===== src/rtl/friscv_mem_arbiter_pkg.sv =====
// Shared definitions for the two-requester data memory arbiter.
package friscv_mem_arbiter_pkg;

    typedef enum logic [1:0] {
        ARB_IDLE = 2'd0,
        ARB_GNT0 = 2'd1,
        ARB_GNT1 = 2'd2
    } arb_state_t;

endpackage


===== src/rtl/friscv_mem_arbiter.sv =====
// Two-requester arbiter (fetch / load-store) in front of one shared RAM port.
// A grant is held for the whole transaction and released when its en drops.
module friscv_mem_arbiter
    import friscv_mem_arbiter_pkg::*;
#(
    parameter int ADDRW = 16,
    parameter int XLEN  = 32,
    parameter int RR_EN = 1
)(
    input  logic               aclk,
    input  logic               srst,
    input  logic               rq0_en,
    input  logic               rq0_wr,
    input  logic [ADDRW-1:0]   rq0_addr,
    input  logic [XLEN-1:0]    rq0_wdata,
    input  logic [XLEN/8-1:0]  rq0_strb,
    output logic [XLEN-1:0]    rq0_rdata,
    output logic               rq0_ready,
    input  logic               rq1_en,
    input  logic               rq1_wr,
    input  logic [ADDRW-1:0]   rq1_addr,
    input  logic [XLEN-1:0]    rq1_wdata,
    input  logic [XLEN/8-1:0]  rq1_strb,
    output logic [XLEN-1:0]    rq1_rdata,
    output logic               rq1_ready,
    output logic               mem_en,
    output logic               mem_wr,
    output logic [ADDRW-1:0]   mem_addr,
    output logic [XLEN-1:0]    mem_wdata,
    output logic [XLEN/8-1:0]  mem_strb,
    input  logic [XLEN-1:0]    mem_rdata,
    input  logic               mem_ready
);

    arb_state_t state_q, state_d;
    logic       last_grant_q, last_grant_d;
    logic [1:0] req;
    logic [1:0] gnt_sel;

    // Generic 2-way round-robin: on contention favour the one not served last.
    function automatic logic [1:0] rr_grant(input logic [1:0] r, input logic last);
        logic [1:0] g;
        if (r == 2'b11) begin
            g = last ? 2'b01 : 2'b10;
        end else begin
            g = r;
        end
        return g;
    endfunction

    assign req = {rq1_en, rq0_en};

    always_ff @(posedge aclk) begin
        if (srst) begin
            state_q      <= ARB_IDLE;
            last_grant_q <= 1'b1;
        end else begin
            state_q      <= state_d;
            last_grant_q <= last_grant_d;
        end
    end

    always_comb begin
        state_d      = state_q;
        last_grant_d = last_grant_q;
        gnt_sel      = 2'b00;
        case (state_q)
            ARB_IDLE: begin
                if (RR_EN != 0) begin
                    gnt_sel = rr_grant(req, last_grant_q);
                end else begin
                    gnt_sel = req[1] ? 2'b10 : req;
                end
                if (gnt_sel[1]) begin
                    state_d = ARB_GNT1;
                end else if (gnt_sel[0]) begin
                    state_d = ARB_GNT0;
                end
            end
            ARB_GNT0: begin
                if (!rq0_en) begin
                    state_d = rq1_en ? ARB_GNT1 : ARB_IDLE;
                end
            end
            ARB_GNT1: begin
                if (!rq1_en) begin
                    state_d = rq0_en ? ARB_GNT0 : ARB_IDLE;
                end
            end
            default: state_d = ARB_IDLE;
        endcase
        if (state_d == ARB_GNT0 && state_q != ARB_GNT0) begin
            last_grant_d = 1'b0;
        end else if (state_d == ARB_GNT1 && state_q != ARB_GNT1) begin
            last_grant_d = 1'b1;
        end
    end

    assign rq0_rdata = mem_rdata;
    assign rq1_rdata = mem_rdata;

    // Request fields pass straight through so address steps between phases reach the RAM.
    always_comb begin
        mem_en    = 1'b0;
        mem_wr    = 1'b0;
        mem_addr  = '0;
        mem_wdata = '0;
        mem_strb  = '0;
        rq0_ready = 1'b0;
        rq1_ready = 1'b0;
        case (state_q)
            ARB_GNT0: begin
                mem_en    = rq0_en;
                mem_wr    = rq0_wr;
                mem_addr  = rq0_addr;
                mem_wdata = rq0_wdata;
                mem_strb  = rq0_strb;
                rq0_ready = mem_ready;
            end
            ARB_GNT1: begin
                mem_en    = rq1_en;
                mem_wr    = rq1_wr;
                mem_addr  = rq1_addr;
                mem_wdata = rq1_wdata;
                mem_strb  = rq1_strb;
                rq1_ready = mem_ready;
            end
            default: ;
        endcase
    end

endmodule

===== config.mk =====
export PLATFORM = sky130hd
export DESIGN_NAME = friscv_mem_arbiter
export DESIGN_NICKNAME = d
export VERILOG_FILES = /design/src/rtl/friscv_mem_arbiter_pkg.sv /design/src/rtl/friscv_mem_arbiter.sv
export SDC_FILE = /design/constraint.sdc
export NUM_CORES = 1
export LEC_CHECK = 0
export CAP_MARGIN = 10
export CORE_AREA = 4 4 99 101
export CTS_CLUSTER_SIZE = 20
export DETAILED_ROUTE_END_ITERATION = 12
export DIE_AREA = 0 0 103 105
export PLACE_DENSITY = 0.79
export SYNTH_ARGS = -nofsm -noshare
export SYNTH_HDL_FRONTEND = slang
export SYNTH_SLANG_ARGS = --single-unit

===== constraint.sdc =====
create_clock -name aclk -period 4.4 [get_ports aclk]
set_input_delay 0.88 -clock aclk [delete_from_list [all_inputs] [get_ports aclk]]
set_output_delay 0.88 -clock aclk [all_outputs]
set_load 0.02 [all_outputs]

Word-level counts from Yosys, hierarchy flattened
Index checks and enable logic that the tools add are counted.
{"block": "op_classes", "eq_ne": 7, "n_reduce_logical": 4, "n_mux": 19}
{"operator": "one-hot mux 32 bit (2 select lines)", "count": 1}
{"operator": "one-hot mux 16 bit (2 select lines)", "count": 1}
{"operator": "2-to-1 mux 2 bit", "count": 8}
{"operator": "one-hot mux 4 bit (2 select lines)", "count": 1}
{"operator": "== test 2 bit, second input constant", "count": 3}
{"operator": "one-hot mux 2 bit (3 select lines)", "count": 1}
{"operator": "2-to-1 mux 1 bit", "count": 5}
{"operator": "== test 2 x 1 -> 1 bit, second input constant", "count": 2}
{"operator": "one-hot mux 1 bit (2 select lines)", "count": 2}
{"operator": "logical AND 1 bit", "count": 2}
{"operator": "logical NOT 2 bit", "count": 1}
{"operator": "!= test 2 x 1 -> 1 bit, second input constant", "count": 1}
{"operator": "!= test 2 bit, second input constant", "count": 1}
{"operator": "nonzero test 2 bit", "count": 1}
{"block": "word_totals", "reg_bits": 3, "out_inout_bits": 120, "wordCells": 32}

Logic depth before layout (Yosys ltp)
{"block": "logic_depth", "ltp_word": 10, "ltp_mapped": 7, "mapped_depth_nobuf": 7}

Worst setup path before layout
OpenSTA, ideal clock, no wires.
{"block": "synth_path", "kind": "register to output", "start": "reg state_q[0]", "end": "out mem_addr[0]", "path_stages_with_launch": 5, "path_buffers": 1, "slack_ns": 2.151, "t_arrival_ns": 1.369, "path_cell_list": "dfxtp_1 > inv_1 > ha_1 > clkbuf_1 > nor2b_1"}
{"block": "synth_via", "elab_chain_cells": 2}
{"item": "start: declaration", "line": "friscv_mem_arbiter.sv:35", "rtl": "arb_state_t state_q, state_d;"}
{"item": "start signal: assignment", "line": "friscv_mem_arbiter.sv:58", "rtl": "state_q <= state_d;"}
{"item": "== test 2 bit or == test 2 x 1 -> 1 bit (tied branches)", "line": "friscv_mem_arbiter.sv:111", "rtl": "case (state_q)"}
{"item": "one-hot mux 16 bit (2 select lines) (*)", "line": "friscv_mem_arbiter.sv:111"}
{"item": "end: declaration", "line": "friscv_mem_arbiter.sv:28", "rtl": "output logic [ADDRW-1:0] mem_addr,"}
Every way passes the cells marked *; elsewhere a longest branch is shown, timed or not.

Final worst setup path
{"block": "layout_path", "start": "reg state_q[1]", "end": "out mem_wdata[8]"}
{"block": "layout_via", "elab_chain_cells": 2}
{"item": "== test 2 bit or == test 2 x 1 -> 1 bit (tied branches)", "line": "friscv_mem_arbiter.sv:111"}
{"item": "one-hot mux 32 bit (2 select lines) (*)", "line": "friscv_mem_arbiter.sv:111"}
{"item": "end: declaration", "line": "friscv_mem_arbiter.sv:29", "rtl": "output logic [XLEN-1:0] mem_wdata,"}
Marks and branches as above.

==> run summary <==
Synth Flop Type - dfxtp_1
H-tree lvl count - 1
maximum net fanout on the critical path - 32
Fin. Hold Viols - 0
CTS tree - yes
Pwr Density - 271 nW/um^2
post-cts hold buffer count - 0
CTS clk-pin slew, worst paths - 0.03 ns
synthesized flop and latch total - 3
FF-to-FF End - last_grant_q
CTS Buffer Depth - 2
crit path DAT - 2.62 ns
Port Buffers - 166
Worst Hold Launch - last_grant_q
Yosys top cell area share - 31.0%
first-pass GRT wire length - 9800 microns
largest cells by area after synthesis - buf_4, a22oi_1, nor2b_1
Max Slew Vio Count - 0
starting DRC count in detailed routing - 62
setup TNS - 0 ns
num rows - 35
die width - 103 microns
post-synthesis sequential area ratio - 3.82%
RePlAce Congestion - 0.743
WHS Path Cells - 2
syn nets - 369
static leakage - 0.918 nW
Filler cells - 950
yosys synthesis warning count - 0
layout cells sized above 1 - 2.88%
Setup Fix Bufs, Post-CTS - 0
Least-Margin Pin Slew - 1.07 ns
drt first pass iters - 4
Area Growth Syn to Fin - 82.4%
DRC violations left - 0
clock period minus worst slack - 3.50 ns
max-cap violations - 0
Tcrit/Tclk final - 79.4%
CTS buffer count - 3
core area - 9020 sq um
CTS Sinks - 3
routed len/inst - 16.1 microns
worst clock skew - 0.00520 ns
most numerous cell in the Yosys netlist - buf_4
Rel. slew slack - 28.6%
critical setup path kind - register to output port
Hold Path Sink - last_grant_q
root buffer cell - clkbuf_8
vias in the first global route - 1,960
Total Routing Usage GR - 11.3%
worst hold slack - 0.532 ns
reg2reg start - state_q[1]
initial antenna violation count - 0
Die ar. - 10,800 sq um
HPWL Detailed - 5600 microns
R2R cell count - 7
worst-skew pair later-pin latency - 0.22 ns
DRT Wirelength - 6830 microns
Critical Path Sink Type - output port
vias per inst - 4.47
antenna viol nets, final - 0
Nets - 461
PostCTS Resize Cnt - 0
Crit path required time - 3.52 ns
Post-Syn Area - 1570 sq um
# setup viols final - 0
Die Y - 105 microns
Tightest Hold Check Type - register to register
Fmax achieved - 286 MHz
Synth top cells by count - buf_4, nor2b_1, a22oi_1, buf_2, clkbuf_1
synth unique cells - 27
R2R setup slack - 2.13 ns
Syn Area/Cell - 7.09 sq um
total chip power - 0.778 mW
Synth Instances - 222
Post-synth EDFFs - 0
post-synth top area cell - buf_4
Starting Density - 17.4%
status - complete, no violations
grt total ovfl - 0
RSZ-0062 raised after global routing - no
critical path startpoint category - register
number of diodes - 0
Max VDD drop - 201 uV
largest net degree at the start of global routing - 58
Ports - 263
DR vias - 1,894
Post-synth ARST share - 0%
## cell type report
cell class | count | area [sq um] | share of cell area (%)
timing repair buffer | 168 | 1680 | 58.4
sequential | 3 | 60.1 | 2.09
clock buffer | 4 | 45.0 | 1.57
inverter | 3 | 11.3 | 0.392
multi-input combinational | 135 | 940 | 32.7
tap | 111 | 139 | 4.84
## routing by layer
layer | GRT usage [%] | part of all wire, % | up-vias
li1 | - | - | 897
met1 | 10.5 | 33 | 865
met2 | 21.7 | 53 | 98
met3 | 2.67 | 9.7 | 34
met4 | 6.29 | 4.5 | 0
met5 | 0 | 0 | -
## state kept, by name, summed over array words and instances (netlist names)
| signal | count |
|---|---|
| state_q | 2 |
| last_grant_q | 1 |
## cell families (layout without fill, tap and decap cells)
logic type | after synthesis | after routing | share of synthesized area, %
multiplexers | 2 | 2 | 1.35
flip-flops | 3 | 3 | 3.82
AO/OA/AOI/OAI | 62 | 62 | 29.5
adder cells (fa/ha/maj) | 4 | 4 | 3.18
buffers and inverters | 84 | 175 | 36.8
AND/OR/NAND/NOR | 67 | 67 | 25.4
## worst max-delay path, cell delays in order, from the launching register on
cell and delay, ns:
dfxtp_1 0.41, ha_2 0.63, buf_4 0.39, a22oi_1 0.16, nor2b_1 0.15, clkdlybuf4s50_1 0.62
## cells in the final DEF (no fill, tap or decap)
cell type        count
nand2_2              1
nor3_1               2
o21ai_0              1
o211ai_1             1
ha_1                 2
clkbuf_8             3
a21oi_1              1
inv_1                3
dfxtp_1              3
nand3_1              2
mux2i_1              1
clkbuf_1             1
a21boi_1             1
a22oi_1             53
a311oi_1             1
nor2b_1             54
a41oi_1              1
o21ai_1              1
a32o_2               1
ha_2                 2
nand2_1              4
o31ai_1              1
and2_1               2
buf_4                2
clkdlybuf4s50_1    166
nor2_1               2
mux2_1               1
## per-stage QoR
stage / utilization (%) / setup WS, ns / area (sq um) / std cells
final: 31.8 / 0.905 / 2870 / 424
after global routing: 31.8 / 0.712 / 2870 / 424
after CTS: 31.8 / 0.852 / 2870 / 424
after detailed placement: 31.3 / 1.08 / 2830 / 420
after global placement: 31.3 / 1.15 / 2830 / 420
after floorplan: - / 2.15 / 1570 / 222
## power breakdown
group	internal (mW)	total [mW]	switching, mW
Clock	0.0620	0.0826	0.0206
Combinational	0.342	0.651	0.309
Sequential	0.0347	0.0448	0.0101
## how the worst max path moves through the flow
stage          startpoint           end  depth (start not counted)
6_report       state_q[1]  mem_wdata[8]                          5
5_1_grt        state_q[1]        mem_wr                          5
4_1_cts        state_q[0]  mem_wdata[8]                          6
3_5_place_dp   state_q[0]  mem_wdata[8]                          6
3_3_place_gp       rq0_en        mem_en                          4
2_1_floorplan  state_q[0]   mem_addr[0]                          4
Note: power is estimated with default switching activity, not from simulation.
